--- src/rtl/comm_pkg.sv ---
// Shared constants, receiver state encoding and PRBS-7 step for the serial link.
package comm_pkg;

  localparam int unsigned OVERSAMPLE_DEF = 16;
  localparam int unsigned DATA_BITS_DEF  = 8;
  localparam logic [6:0]  LFSR_SEED_DEF  = 7'h7F;

  // x^7 + x^6 + 1: feedback taps on the two top stages
  localparam int unsigned LFSR_TAP_A = 6;
  localparam int unsigned LFSR_TAP_B = 5;

  localparam logic RST_ACTIVE = 1'b0;

  typedef enum logic [2:0] {
    RX_HUNT,
    RX_IDLE,
    RX_START,
    RX_DATA,
    RX_STOP
  } rx_state_e;

  // One PRBS-7 advance: shift left, feedback into bit 0
  function automatic logic [6:0] prbs7_next(input logic [6:0] s);
    return {s[5:0], s[LFSR_TAP_A] ^ s[LFSR_TAP_B]};
  endfunction

endpackage

--- src/rtl/comm_receiver.sv ---
// Start-bit locked UART receiver emitting each recovered data bit as it is sampled.
module comm_receiver
  import comm_pkg::*;
#(
  parameter int unsigned OVERSAMPLE = OVERSAMPLE_DEF,
  parameter int unsigned DATA_BITS  = DATA_BITS_DEF
) (
  input  logic clk,
  input  logic rst,
  input  logic rx_line,
  output logic data
);

  localparam int unsigned TW = $clog2(OVERSAMPLE);
  localparam int unsigned BW = $clog2(DATA_BITS + 1);

  rx_state_e     state;
  logic [TW-1:0] timer;
  logic [BW-1:0] nbits;
  logic          half_c;
  logic          full_c;

  assign half_c = (timer == TW'(OVERSAMPLE / 2 - 1));
  assign full_c = (timer == TW'(OVERSAMPLE - 1));

  // Receiver FSM; the falling-edge detect clock counts as the first clock of the start bit
  always_ff @(posedge clk) begin
    if (rst == RST_ACTIVE) begin
      state <= RX_HUNT;
      timer <= '0;
      nbits <= '0;
      data  <= 1'b0;
    end else begin
      case (state)
        RX_HUNT: begin
          if (rx_line) state <= RX_IDLE;
        end
        RX_IDLE: begin
          if (!rx_line) begin
            state <= RX_START;
            timer <= TW'(1);
          end
        end
        RX_START: begin
          if (half_c) begin
            timer <= '0;
            nbits <= '0;
            state <= rx_line ? RX_IDLE : RX_DATA;
          end else begin
            timer <= timer + TW'(1);
          end
        end
        RX_DATA: begin
          if (full_c) begin
            timer <= '0;
            data  <= rx_line;
            if (nbits == BW'(DATA_BITS - 1)) state <= RX_STOP;
            else                             nbits <= nbits + BW'(1);
          end else begin
            timer <= timer + TW'(1);
          end
        end
        RX_STOP: begin
          if (full_c) begin
            timer <= '0;
            state <= rx_line ? RX_IDLE : RX_HUNT;
          end else begin
            timer <= timer + TW'(1);
          end
        end
        default: state <= RX_HUNT;
      endcase
    end
  end

endmodule

--- src/rtl/comm_transmitter.sv ---
// PRBS-7 source framed UART-style: idle bit after reset, then start/data/stop back-to-back.
module comm_transmitter
  import comm_pkg::*;
#(
  parameter int unsigned OVERSAMPLE = OVERSAMPLE_DEF,
  parameter int unsigned DATA_BITS  = DATA_BITS_DEF,
  parameter logic [6:0]  LFSR_SEED  = LFSR_SEED_DEF
) (
  input  logic clk,
  input  logic rst,
  output logic tx_line
);

  localparam int unsigned CW       = $clog2(OVERSAMPLE + 1);
  // Bit slot encoding: 0 idle, 1 start, 2..DATA_BITS+1 data, DATA_BITS+2 stop
  localparam int unsigned POS_STOP = DATA_BITS + 2;
  localparam int unsigned PW       = $clog2(POS_STOP + 1);

  logic [CW-1:0] cnt;
  logic [PW-1:0] pos;
  logic [6:0]    lfsr;
  logic          bit_end_c;
  logic [PW-1:0] pos_next_c;

  // The idle slot runs one clock longer because the reset edge already drove it high
  always_comb begin
    bit_end_c  = (pos == '0) ? (cnt == CW'(OVERSAMPLE)) : (cnt == CW'(OVERSAMPLE - 1));
    pos_next_c = (pos == PW'(POS_STOP)) ? PW'(1) : pos + PW'(1);
  end

  // Bit timer, slot sequencer and LFSR; the line value is registered at each slot boundary
  always_ff @(posedge clk) begin
    if (rst == RST_ACTIVE) begin
      tx_line <= 1'b1;
      cnt     <= '0;
      pos     <= '0;
      lfsr    <= LFSR_SEED;
    end else if (bit_end_c) begin
      cnt <= '0;
      pos <= pos_next_c;
      if (pos_next_c == PW'(1)) begin
        tx_line <= 1'b0;
      end else if (pos_next_c == PW'(POS_STOP)) begin
        tx_line <= 1'b1;
      end else begin
        tx_line <= lfsr[6];
        lfsr    <= prbs7_next(lfsr);
      end
    end else begin
      cnt <= cnt + CW'(1);
    end
  end

endmodule

--- src/rtl/comm_system.sv ---
// Serial link top: PRBS-7 transmitter, one-cycle line delay, and receiver on one clock.
module comm_system
  import comm_pkg::*;
#(
  parameter int unsigned OVERSAMPLE = OVERSAMPLE_DEF,
  parameter int unsigned DATA_BITS  = DATA_BITS_DEF,
  parameter logic [6:0]  LFSR_SEED  = LFSR_SEED_DEF
) (
  input  logic receiver_LO,
  input  logic transmitter_rst,
  input  logic receiver_rst,
  output logic receiver_data_o
);

  logic tx_line;
  logic rx_line;

  comm_transmitter #(
    .OVERSAMPLE(OVERSAMPLE),
    .DATA_BITS (DATA_BITS),
    .LFSR_SEED (LFSR_SEED)
  ) u_tx (
    .clk    (receiver_LO),
    .rst    (transmitter_rst),
    .tx_line(tx_line)
  );

  // Channel model: reset-free single-cycle delay so the receiver always sees a driven line
  always_ff @(posedge receiver_LO) begin
    rx_line <= tx_line;
  end

  comm_receiver #(
    .OVERSAMPLE(OVERSAMPLE),
    .DATA_BITS (DATA_BITS)
  ) u_rx (
    .clk    (receiver_LO),
    .rst    (receiver_rst),
    .rx_line(rx_line),
    .data   (receiver_data_o)
  );

endmodule

--- config.mk ---
export PLATFORM = sky130hd
export DESIGN_NAME = comm_system
export DESIGN_NICKNAME = d
export VERILOG_FILES = /design/src/rtl/comm_pkg.sv /design/src/rtl/comm_receiver.sv /design/src/rtl/comm_transmitter.sv /design/src/rtl/comm_system.sv
export SDC_FILE = /design/constraint.sdc
export NUM_CORES = 1
export LEC_CHECK = 0
export BUFFER_PORTS_ARGS = -buffer_cell sky130_fd_sc_hd__buf_2
export CORE_ASPECT_RATIO = 0.5
export CORE_MARGIN = 2
export CORE_UTILIZATION = 45
export CTS_CLUSTER_DIAMETER = 120
export DETAILED_ROUTE_END_ITERATION = 7
export HOLD_SLACK_MARGIN = 0.02
export SYNTH_ARGS = -nofsm -noshare
export SYNTH_HDL_FRONTEND = slang
export SYNTH_SLANG_ARGS = --single-unit
export TNS_END_PERCENT = 1
--- constraint.sdc ---
create_clock -name receiver_LO -period 2.5 [get_ports receiver_LO]
set_clock_uncertainty 0.15 [all_clocks]
set_input_delay 0.375 -clock receiver_LO [delete_from_list [all_inputs] [get_ports receiver_LO]]
set_output_delay 0.375 -clock receiver_LO [all_outputs]
set_load 0.02 [all_outputs]
==> results of run 1 <==
==> sequential cells by signal, summed over array words and instances (netlist names) <==
register / flops
rx_line: 1
u_rx.data: 1
u_rx.nbits: 4
u_rx.state: 3
u_rx.timer: 4
u_tx.cnt: 5
u_tx.lfsr: 7
u_tx.pos: 4
u_tx.tx_line: 1
==> final timing paths <==
path,start,end,slack (ns),cells past startpoint
setup / recovery,u_rx.state[1]$_SDFFE_PN0P_,u_rx.nbits[3]$_SDFFE_PN0P_,0.56,5
hold reg to reg,u_tx.tx_line$_SDFFE_PN1N_,rx_line$_DFF_P_,0.21,0
setup reg to reg,u_rx.state[1]$_SDFFE_PN0P_,u_rx.nbits[3]$_SDFFE_PN0P_,0.56,5
hold / removal,u_tx.tx_line$_SDFFE_PN1N_,rx_line$_DFF_P_,0.21,0
==> routing by layer <==
metal / GRT usage [%] / up-vias / wire length (um) / share of wire (%)
met2: 23.6 / 8 / 1010 / 40
met3: 6.03 / 3 / 82 / 3.2
met5: 0 / - / 0 / 0
met1: 19.5 / 517 / 1420 / 56
li1: - / 636 / - / -
met4: 4.76 / 0 / 19 / 0.75
==> power by group through the flow <==
stage | clock network (W) | logic [W] | registers (W)
floorplan | 0 | 0.0000214 | 0.000498
global placement | 0 | 0.0000238 | 0.000502
detailed placement | 0 | 0.0000244 | 0.000503
CTS | 0.000372 | 0.0000245 | 0.000492
global route | 0.000391 | 0.0000269 | 0.000493
finish | 0.000357 | 0.0000240 | 0.000492
==> through the flow <==
stage                     utilization [%]  setup WS, ns  power (W)
after floorplan                         -         0.735   0.000519
after global placement               49.3         0.563   0.000526
after detailed placement             49.3         0.567   0.000527
after CTS                            51.8         0.536   0.000888
after global routing                 51.8         0.384   0.000911
final                                51.8         0.555   0.000873
==> layout make-up <==
type	count	area [sq um]	area share (%)
Multi-Input combinational cell	136	830	51.7
Sequential cell	30	601	37.4
Clock buffer	7	76.3	4.75
Tap cell	40	50.0	3.12
Inverter	7	26.3	1.64
Timing Repair Buffer	4	22.5	1.40
==> cell usage after synthesis (all sizes together), types with 3 or more instances <==
cell	n
or3	3
nor2b	4
a31oi	4
nor3	5
xor2	6
nand3	8
nand3b	3
mux2i	9
nand2b	7
ha	3
inv	6
clkbuf	7
nor2	16
o21ai	10
a21oi	14
nand2	21
dfxtp	30
nor4	3
==> cells by family after synthesis <==
logic type      Yosys count
mux                      10
simple gates             76
xor+xnor                  7
buf+inv                  16
compound gates           40
fa+ha+maj                 3
flops                    30
==> layout by cell type (no fill, tap or decap) <==
cell | Yosys | final
a22oi_1 | 2 | 2
ha_1 | 3 | 3
nor4_1 | 3 | 3
buf_4 | 0 | 1
mux2_2 | 1 | 1
mux2i_1 | 9 | 9
a31oi_1 | 4 | 4
clkbuf_8 | 0 | 5
or3b_4 | 1 | 1
xnor2_1 | 1 | 1
nand2_1 | 21 | 21
and3b_1 | 1 | 1
nor2b_1 | 4 | 4
o211ai_1 | 2 | 2
nand2b_1 | 7 | 7
o21ai_2 | 1 | 1
a21oi_1 | 13 | 13
nor3_2 | 1 | 1
a21oi_2 | 1 | 1
nand3b_1 | 3 | 3
clkinv_1 | 1 | 1
o21ai_0 | 9 | 9
o32ai_1 | 2 | 2
inv_1 | 6 | 6
o22ai_1 | 1 | 1
dfxtp_1 | 30 | 30
a221oi_1 | 1 | 1
clkbuf_1 | 5 | 2
nor2_1 | 16 | 16
and2_1 | 1 | 1
xor2_1 | 6 | 6
a31o_2 | 1 | 1
or2_2 | 1 | 1
nor3_1 | 4 | 4
and3_1 | 2 | 2
nand3_1 | 8 | 8
o21a_1 | 1 | 1
buf_2 | 1 | 3
or3_1 | 3 | 3
a211oi_1 | 2 | 2
==> run metrics, run 1 <==
status completed; share of cells above drive strength 1 a little under 9%; synth warn 0; Synth Flop Type dfxtp_1; Cells after Synth between 150 and 200; # placed instances around 220; core area around 0.0031 sq mm; CP Class register to register; Flop pwr share a little under three fifths; PwrDens between 500 and 600 mW/mm^2; drt wl/cell approximately 11 um; H-tree level count 2; Worst Path Max Fanout 11; number of enable flip-flop cells after synthesis 0; P_sw about 0.00019 W; Mean Syn Cell Area ~8.3 sq um; total grt overflow 0; critical path cell sequence nand2b_1 -> or3_1 -> nor4_1 -> a21oi_1 -> a21oi_1; chip height 44.9 um; global-route wire length before repair ~4500 um; non-filler instance count after layout 224; TritonCTS Buffers 5; Initial Util about 49%; post-CTS setup buffer count 0; top cell type by total area after synthesis dfxtp_1; multiplexer share of the synthesized area under 10%; Global Route Usage Sum 15.1%; port bufs 3; #FFs+latches synth 30; Slew HR around 66%; Die Width between 80 and 90 um; largest family of logic cells by synthesized area simple AND/OR/NAND/NOR gates; highest-delay cell along the critical path or3_1; DRT antenna net count 0; CTS Hold Bufs 0; Async S/R FF share, synth 0%; Final HPWL DP roughly 1800 um; startpoint types register; Post-Synth XOR/XNOR Area under 10%; Worst Setup End Kind register; most frequent CP cell a21oi_1; max-cap violation count 0; Simple-Gate Fraction of Synth Area around 25%; clk_lat worst skew roughly 0.27 ns; # rows 14; final hold slack about 0.21 ns; io pins 4; total wire length 2530 um; synth top area cells dfxtp_1 40%, mux2i_1 6.0%, nand2_1 5.2%, a21oi_1 4.3%, nor2_1 4.0%; share of the yosys chip area belonging to registers 39.9%; highest clock rate 0.514 GHz; CTS max path bufs 2; layout filler cell count a little under 300; Post-Layout Inst Area 0.00161 sq mm; Logic pwr share between 2 and 3%; CTS tree built; clock group share of total power 40.9%; initial DRC count 47; Unique masters post-synth 41; Slew @ Worst Pin a little over 0.5 ns; antenna violations before repair 0; sw frac ~22%; synthesized-area fraction occupied by adder cells 2.50%; # DRC 0; Final Slew Violations 0; clock slew at reported path FFs approximately 0.06 ns; Post-Syn Nets ~190; WP data required approximately 2.6 ns; Clk Tree Root Cell clkbuf_8; Compound-Gate Fraction of Synth Area approximately 16%; die area about 0.0038 sq mm; CP top delay family simple AND/OR/NAND/NOR gates; Lkg Pwr 0.642 nW; post-DR vias/cell between 5 and 6; final setup fails 0; ANT cells 0; Internal 0.000684 W; Final Wtd Congestion 0.851; CP arrival roughly 2 ns; Setup Total Neg Slack 0 ns; placed inst area approximately 0.0015 sq mm; period utilization just under 80%; Worst Hold Class register to register; Synth top area share about 40%; synthesis-to-layout area growth 6.74%; post-CTS sizing 0; unrepaired setup endpoints after global routing no; slowest stage delay, CP about 0.53 ns; Period minus WS final ~1.9 ns; Bufs and invs on worst path 0; layout net count 190; vias in the first global route 1045; Clock Sink Count 30; drt pass-1 iters 6; VDD IR-drop max 0.193 mV; Mapped Area roughly 0.0015 sq mm; Fin. Hold Viols 0; largest net degree at the start of global routing 18; DR vias roughly 1200
No activity file was read; power rests on OpenSTA's default activity.
==> run 2, diff against run 1 <==
Settings changed: ABC_AREA set to 1.
Clock period 2.5 ns to 1.6 ns, I/O delays scaled along.
==> run metrics, run 2 <==
Biggest register u_tx.lfsr (unchanged); Cells after Synth 216 (was 182); global-route wire length before repair 5480 um (was 4500 um); highest clock rate 0.666 GHz (was 0.514 GHz); total wire length 2980 um (was 2530 um); Global Route Usage Sum 18.7% (was 15.1%); highest-delay cell along the critical path dfxtp_1 (was or3_1); Mean Syn Cell Area 6.95 sq um (was 8.26 sq um); DRT antenna net count 0 (unchanged); most frequent CP cell nand2_1 (was a21oi_1); Synth top area share 40.0% (was 39.9%); largest net degree at the start of global routing 14 (was 18); Lkg Pwr 0.756 nW (was 0.642 nW); PwrDens 1200 mW/mm^2 (was 544 mW/mm^2); largest registers u_tx.lfsr: 7 flops, u_tx.cnt: 5 flops (unchanged); critical path cell sequence ha_1 -> nand3b_1 -> nand2_2 -> nand3_1 -> nor2_2 -> nand2_1 -> nand2_1 -> nor2_1 (was nand2b_1 -> or3_1 -> nor4_1 -> a21oi_1 -> a21oi_1); DR vias 1383 (was 1164); initial DRC count 51 (was 47); Logic pwr share 26.0% (was 2.8%); Worst Setup End Kind register (unchanged); antenna violations before repair 0 (unchanged); max-cap violation count 0 (unchanged); number of enable flip-flop cells after synthesis 0 (unchanged); Post-Syn Nets 222 (was 188); Slew HR 77.4% (was 66.1%); Unique masters post-synth 23 (was 41); WP data required 1.62 ns (was 2.55 ns); Fin. Hold Viols 0 (unchanged); io pins 4 (unchanged); synth cell count leaders 50 x nand2_1, 30 x dfxtp_1, 26 x nor2_1 (was 30 x dfxtp_1, 21 x nand2_1, 16 x nor2_1); slowest stage delay, CP 0.35 ns (was 0.53 ns); Setup Total Neg Slack 0 ns (unchanged); Clock Sink Count 30 (unchanged); CTS max path bufs 2 (unchanged); TritonCTS Buffers 5 (unchanged); port bufs 3 (unchanged); hold wc startpoint receiver_rst (was u_tx.tx_line$_SDFFE_PN1N_); Worst Hold Class input pin to register (was register to register); die area 0.00384 sq mm (was 0.00385 sq mm); Clk Tree Root Cell clkbuf_8 (unchanged); Slew @ Worst Pin 0.336 ns (was 0.508 ns); top cell type by total area after synthesis dfxtp_1 (unchanged); placed inst area 0.00158 sq mm (was 0.00153 sq mm); #FFs+latches synth 30 (unchanged); Period minus WS final 1.50 ns (was 1.94 ns); ANT cells 0 (unchanged); clock slew at reported path FFs 0.06 ns (about the same); CP top delay family simple AND/OR/NAND/NOR gates (unchanged); clk_lat worst skew 0.28 ns (was 0.27 ns); post-DR vias/cell 5.16 (was 5.20); commonest non-fill, non-tap cells in the layout 49 x nand2_1, 26 x nor2_1, 23 x nand3_1 (was 30 x dfxtp_1, 21 x nand2_1, 16 x nor2_1); synthesis-to-layout area growth 13.8% (was 6.74%); layout net count 233 (was 190); CTS tree built (unchanged); Flop pwr share 43.5% (was 56.4%); share of the yosys chip area belonging to registers 40.0% (was 39.9%); Final Wtd Congestion 0.905 (was 0.851); chip height 44.8 um (was 44.9 um); # placed instances 260 (was 217); VDD IR-drop max 0.559 mV (was 0.193 mV); Initial Util 48.7% (was 48.5%); synth warn 0 (unchanged); period utilization 93.8% (was 77.8%); sw frac 34.2% (was 21.6%); final hold slack 0.0945 ns (was 0.209 ns); Synth Flop Type dfxtp_1 (unchanged); drt wl/cell 11.1 um (was 11.3 um); synth top area cells dfxtp_1 40%, nand2_1 13%, nand3_1 7.7%, nor2_1 6.5%, a21oi_1 5.0% (was dfxtp_1 40%, mux2i_1 6.0%, nand2_1 5.2%, a21oi_1 4.3%, nor2_1 4.0%); H-tree level count 2 (unchanged); Die Width 85.7 um (was 85.8 um); startpoint types register (unchanged); Worst Path Max Fanout 3 (was 11); clock group share of total power 30.5% (was 40.9%); Final Slew Violations 0 (unchanged); unrepaired setup endpoints after global routing yes (was no); # rows 14 (unchanged); core area 0.00308 sq mm (was 0.00310 sq mm); # DRC 0 (unchanged); Critical Path Start u_rx.nbits[1]$_SDFFE_PN0P_ (was u_rx.state[1]$_SDFFE_PN0P_); CP Class register to register (unchanged); vias in the first global route 1252 (was 1045); P_sw 0.000701 W (was 0.000189 W); final setup fails 0 (unchanged); Final HPWL DP 2130 um (was 1750 um); RR Startpoint u_rx.nbits[1]$_SDFFE_PN0P_ (was u_rx.state[1]$_SDFFE_PN0P_); Bufs and invs on worst path 0 (unchanged); Post-Layout Inst Area 0.00171 sq mm (was 0.00161 sq mm); drt pass-1 iters 4 (was 6); status completed (unchanged); Mapped Area 0.00150 sq mm (about the same); commonest non-fill, non-tap cell in the layout nand2_1 (was dfxtp_1); most frequent cell after synthesis nand2_1 (was dfxtp_1); max reg flops 7 (unchanged); share of cells above drive strength 1 18.0% (was 8.70%); total grt overflow 0 (unchanged); post-CTS setup buffer count 0 (unchanged); non-filler instance count after layout 268 (was 224); Async S/R FF share, synth 0% (unchanged); CP arrival 1.52 ns (was 2.00 ns); Internal 0.00135 W (was 0.000684 W)
==> run 2: final timing paths <==
check,endpoint,slack (ns),depth (start not counted)
setup / recovery,u_rx.state[1]$_SDFFE_PN0P_,0.1,8
hold / removal,u_rx.state[1]$_SDFFE_PN0P_,0.09,3
setup reg to reg,u_rx.state[1]$_SDFFE_PN0P_,0.1,8
hold reg to reg,rx_line$_DFF_P_,0.22,0
==> run 2: worst register-to-register path, stage by stage (launching register included) <==
cell	delay (ns)
dfxtp_1	0.35
ha_1	0.19
nand3b_1	0.12
nand2_2	0.13
nand3_1	0.14
nor2_2	0.15
nand2_1	0.07
nand2_1	0.06
nor2_1	0.03
==> run 2: area by class of cell <==
| cell class | count | area, sq um |
|---|---|---|
| clock buffer | 7 | 86.3 |
| multi-input combinational | 161 | 832 |
| fill | 305 | 1380 |
| inverter | 23 | 86.3 |
| sequential | 30 | 611 |
| timing repair buffer | 6 | 37.5 |
| tap | 40 | 50.0 |
| clock inverter | 1 | 5.00 |
==> run 2: repair_timing <==
item	4_1_cts	5_1_grt
gates resized for setup	0	15
hold buffers	0	0
endpoints found under the setup margin	0	20
==> run 2: per-stage QoR <==
| step | worst slack [ns] | total power [W] | util, % |
|---|---|---|---|
| 2_1_floorplan | 0.177 | 0.00130 | - |
| 3_3_place_gp | 0.0793 | 0.00141 | 51.2 |
| 3_5_place_dp | 0.0319 | 0.00141 | 51.2 |
| 4_1_cts | 0.0185 | 0.00206 | 54.2 |
| 5_1_grt | -0.0426 | 0.00222 | 55.4 |
| 6_report | 0.0995 | 0.00205 | 55.4 |
==> run 2: power by group through the flow <==
stage	clock [W]	sequential, W	combinational, W
2_1_floorplan	0	0.000887	0.000413
3_3_place_gp	0	0.000896	0.000512
3_5_place_dp	0	0.000901	0.000506
4_1_cts	0.000661	0.000883	0.000512
5_1_grt	0.000694	0.000903	0.000625
6_report	0.000626	0.000892	0.000533
==> run 2: layer usage <==
metal  routed length [um]  vias to the layer above  share of wire, %  track usage, %
met5                    0                        -                 0               0
met4                   48                        0               1.6            8.57
met3                  139                        5               4.7            6.40
met2                 1300                       21                44            29.2
met1                 1490                      621                50            23.8
li1                     -                      736                 -               -
==> run 2: logic make-up (layout without fill, tap and decap cells) <==
group / count (synthesis) / after routing / synth area share [%]
simple gates: 126 / 126 / 38.8
flops: 30 / 30 / 40.0
buf+inv: 25 / 37 / 6.34
compound gates: 27 / 27 / 9.42
fa+ha+maj: 3 / 3 / 2.50
xor+xnor: 5 / 5 / 2.92
==> run 3, diff against run 2 <==
Settings changed: GPL_TIMING_DRIVEN set to 0.
==> run metrics, run 3 (same netlist as run 2, synthesis figures left out) <==
CP Class register to register (unchanged); Clock Sink Count 30 (unchanged); commonest non-fill, non-tap cell in the layout nand2_1 (unchanged); unrepaired setup endpoints after global routing yes (unchanged); Period minus WS final 1.51 ns (was 1.50 ns); post-DR vias/cell 5.17 (was 5.16); layout net count 233 (unchanged); Bufs and invs on worst path 1 (was 0); largest registers u_tx.lfsr: 7 flops, u_tx.cnt: 5 flops (unchanged); clock slew at reported path FFs 0.06 ns (about the same); vias in the first global route 1214 (was 1252); # rows 14 (unchanged); Lkg Pwr 0.746 nW (was 0.756 nW); Worst Hold Class input pin to register (unchanged); Slew HR 70.9% (was 77.4%); H-tree level count 2 (unchanged); VDD IR-drop max 0.607 mV (was 0.559 mV); total grt overflow 0 (unchanged); Clk Tree Root Cell clkbuf_8 (unchanged); CTS max path bufs 2 (unchanged); Fin. Hold Viols 0 (unchanged); final setup fails 0 (unchanged); drt pass-1 iters 4 (unchanged); period utilization 94.1% (was 93.8%); synthesis-to-layout area growth 13.3% (was 13.8%); Global Route Usage Sum 17.6% (was 18.7%); layout filler cell count 299 (was 305); highest clock rate 0.664 GHz (was 0.666 GHz); max-cap violation count 0 (unchanged); status completed (unchanged); Register Area 611 sq um (unchanged); Post-Layout Inst Area 0.00170 sq mm (was 0.00171 sq mm); io pins 4 (unchanged); most frequent CP cell nand2_1 (unchanged); antenna violations before repair 0 (unchanged); WP data required 1.63 ns (was 1.62 ns); CTS tree built (unchanged); # DRC 0 (unchanged); placed inst area 0.00157 sq mm (was 0.00158 sq mm); Initial Util 48.7% (unchanged); highest-delay cell along the critical path dfxtp_4 (was dfxtp_1); ANT cells 0 (unchanged); max reg flops 7 (unchanged); core area 0.00308 sq mm (unchanged); DRT antenna net count 0 (unchanged); chip height 44.8 um (unchanged); global-route wire length before repair 5160 um (was 5480 um); total wire length 2980 um (about the same); Slew @ Worst Pin 0.436 ns (was 0.336 ns); CP arrival 1.54 ns (was 1.52 ns); share of cells above drive strength 1 17.2% (was 18.0%); CTS Hold Bufs 0 (unchanged); Worst Setup End Kind register (unchanged); clk_lat worst skew 0.28 ns (about the same); Worst Path Max Fanout 5 (was 3); Final Slew Violations 0 (unchanged); Final Wtd Congestion 0.772 (was 0.905); Die Width 85.7 um (unchanged); pre-CTS setup slack 0.00732 ns (was 0.0319 ns); commonest non-fill, non-tap cells in the layout 48 x nand2_1, 26 x nor2_1, 24 x dfxtp_1 (was 49 x nand2_1, 26 x nor2_1, 23 x nand3_1); die area 0.00384 sq mm (unchanged); drt wl/cell 11.2 um (was 11.1 um); PwrDens 1190 mW/mm^2 (was 1200 mW/mm^2); utilization after layout 55.1% (was 55.4%); TritonCTS Buffers 5 (unchanged); area of the multi-input gates 830 sq um (was 832 sq um); worst setup margin 0.0946 ns (was 0.0995 ns); CP top delay family simple AND/OR/NAND/NOR gates (unchanged); DR vias 1380 (was 1383); slowest stage delay, CP 0.37 ns (was 0.35 ns); Biggest register u_tx.lfsr (unchanged); Final HPWL DP 2040 um (was 2130 um); largest net degree at the start of global routing 11 (was 14); port bufs 3 (unchanged); startpoint types register (unchanged); initial DRC count 42 (was 51); critical path cell sequence ha_2 -> nand2_1 -> inv_2 -> nand2_2 -> nand2_1 -> nand2_2 -> nor2_4 -> nand2_1 -> nand2_1 -> nor2_1 (was ha_1 -> nand3b_1 -> nand2_2 -> nand3_1 -> nor2_2 -> nand2_1 -> nand2_1 -> nor2_1)
[run 3: cell types whose count changed in the layout (fill, tap and decap cells not counted), moves of 2 or more]
cell / previous run / this run
dfxtp_1: 22 / 24
nand3_2: 1 / 3
buf_4: 3 / 1
nand2_2: 6 / 9
nand2_4: 2 / 0
clkbuf_1: 1 / 3
dfxtp_2: 8 / 5
[run 3: layer usage]
| metal | vias to the layer above | track usage [%] | share of wire [%] |
|---|---|---|---|
| met3 | 8 | 5.48 | 4.8 |
| met4 | 0 | 10.5 | 2.3 |
| met1 | 610 | 22.0 | 51 |
| met2 | 28 | 27.3 | 41 |
| met5 | - | 0 | 0 |
| li1 | 734 | - | - |
[run 3: per-stage QoR]
step                      hold slack, ns  total power (W)  cells  setup TNS, ns
after floorplan                    0.181          0.00130    216              0
after global placement             0.195          0.00140    259              0
after detailed placement           0.193          0.00140    259              0
after CTS                         0.0737          0.00198    266              0
after global routing              0.0839          0.00217    267         -0.199
final                             0.0726          0.00202    267              0
[run 3: power breakdown]
group          total (W)  switching, W  internal [W]
combinational   0.000551      0.000355      0.000197
sequential      0.000905     0.0000864      0.000819
clock           0.000568      0.000270      0.000299
[run 3: layout make-up]
cell class,instances,share of cell area (%)
inverters,23,5.08
well taps,40,2.95
repair buffers,4,2.06
flip-flops and latches,30,35.9
multi-input cells,161,48.8
plain buffers,2,0.663
clock buffers,7,4.49
[run 3: worst paths after layout]
path / from / end / slack (ns) / cells after the start
worst max-delay path: u_rx.timer[0]$_SDFFE_PN0P_ / u_rx.state[1]$_SDFFE_PN0P_ / 0.09 / 10
worst min-delay path: transmitter_rst / u_tx.pos[1]$_SDFFE_PN0N_ / 0.07 / 3
worst max register to register: u_rx.timer[0]$_SDFFE_PN0P_ / u_rx.state[1]$_SDFFE_PN0P_ / 0.09 / 10
worst min register to register: u_tx.tx_line$_SDFFE_PN1N_ / rx_line$_DFF_P_ / 0.21 / 0
[run 3: worst register-to-register path: stages, from the launching register on]
cell	delay (ns)
dfxtp_4	0.37
ha_2	0.18
nand2_1	0.06
inv_2	0.07
nand2_2	0.08
nand2_1	0.09
nand2_2	0.11
nor2_4	0.15
nand2_1	0.05
nand2_1	0.05
nor2_1	0.04
[run 3: timing repair]
| action | 4_1_cts | 5_1_grt |
|---|---|---|
| setup endpoints to repair | 2 | 20 |
| pin swaps | 0 | 1 |
| buffers inserted | 0 | 1 |
| gates resized for setup | 1 | 17 |
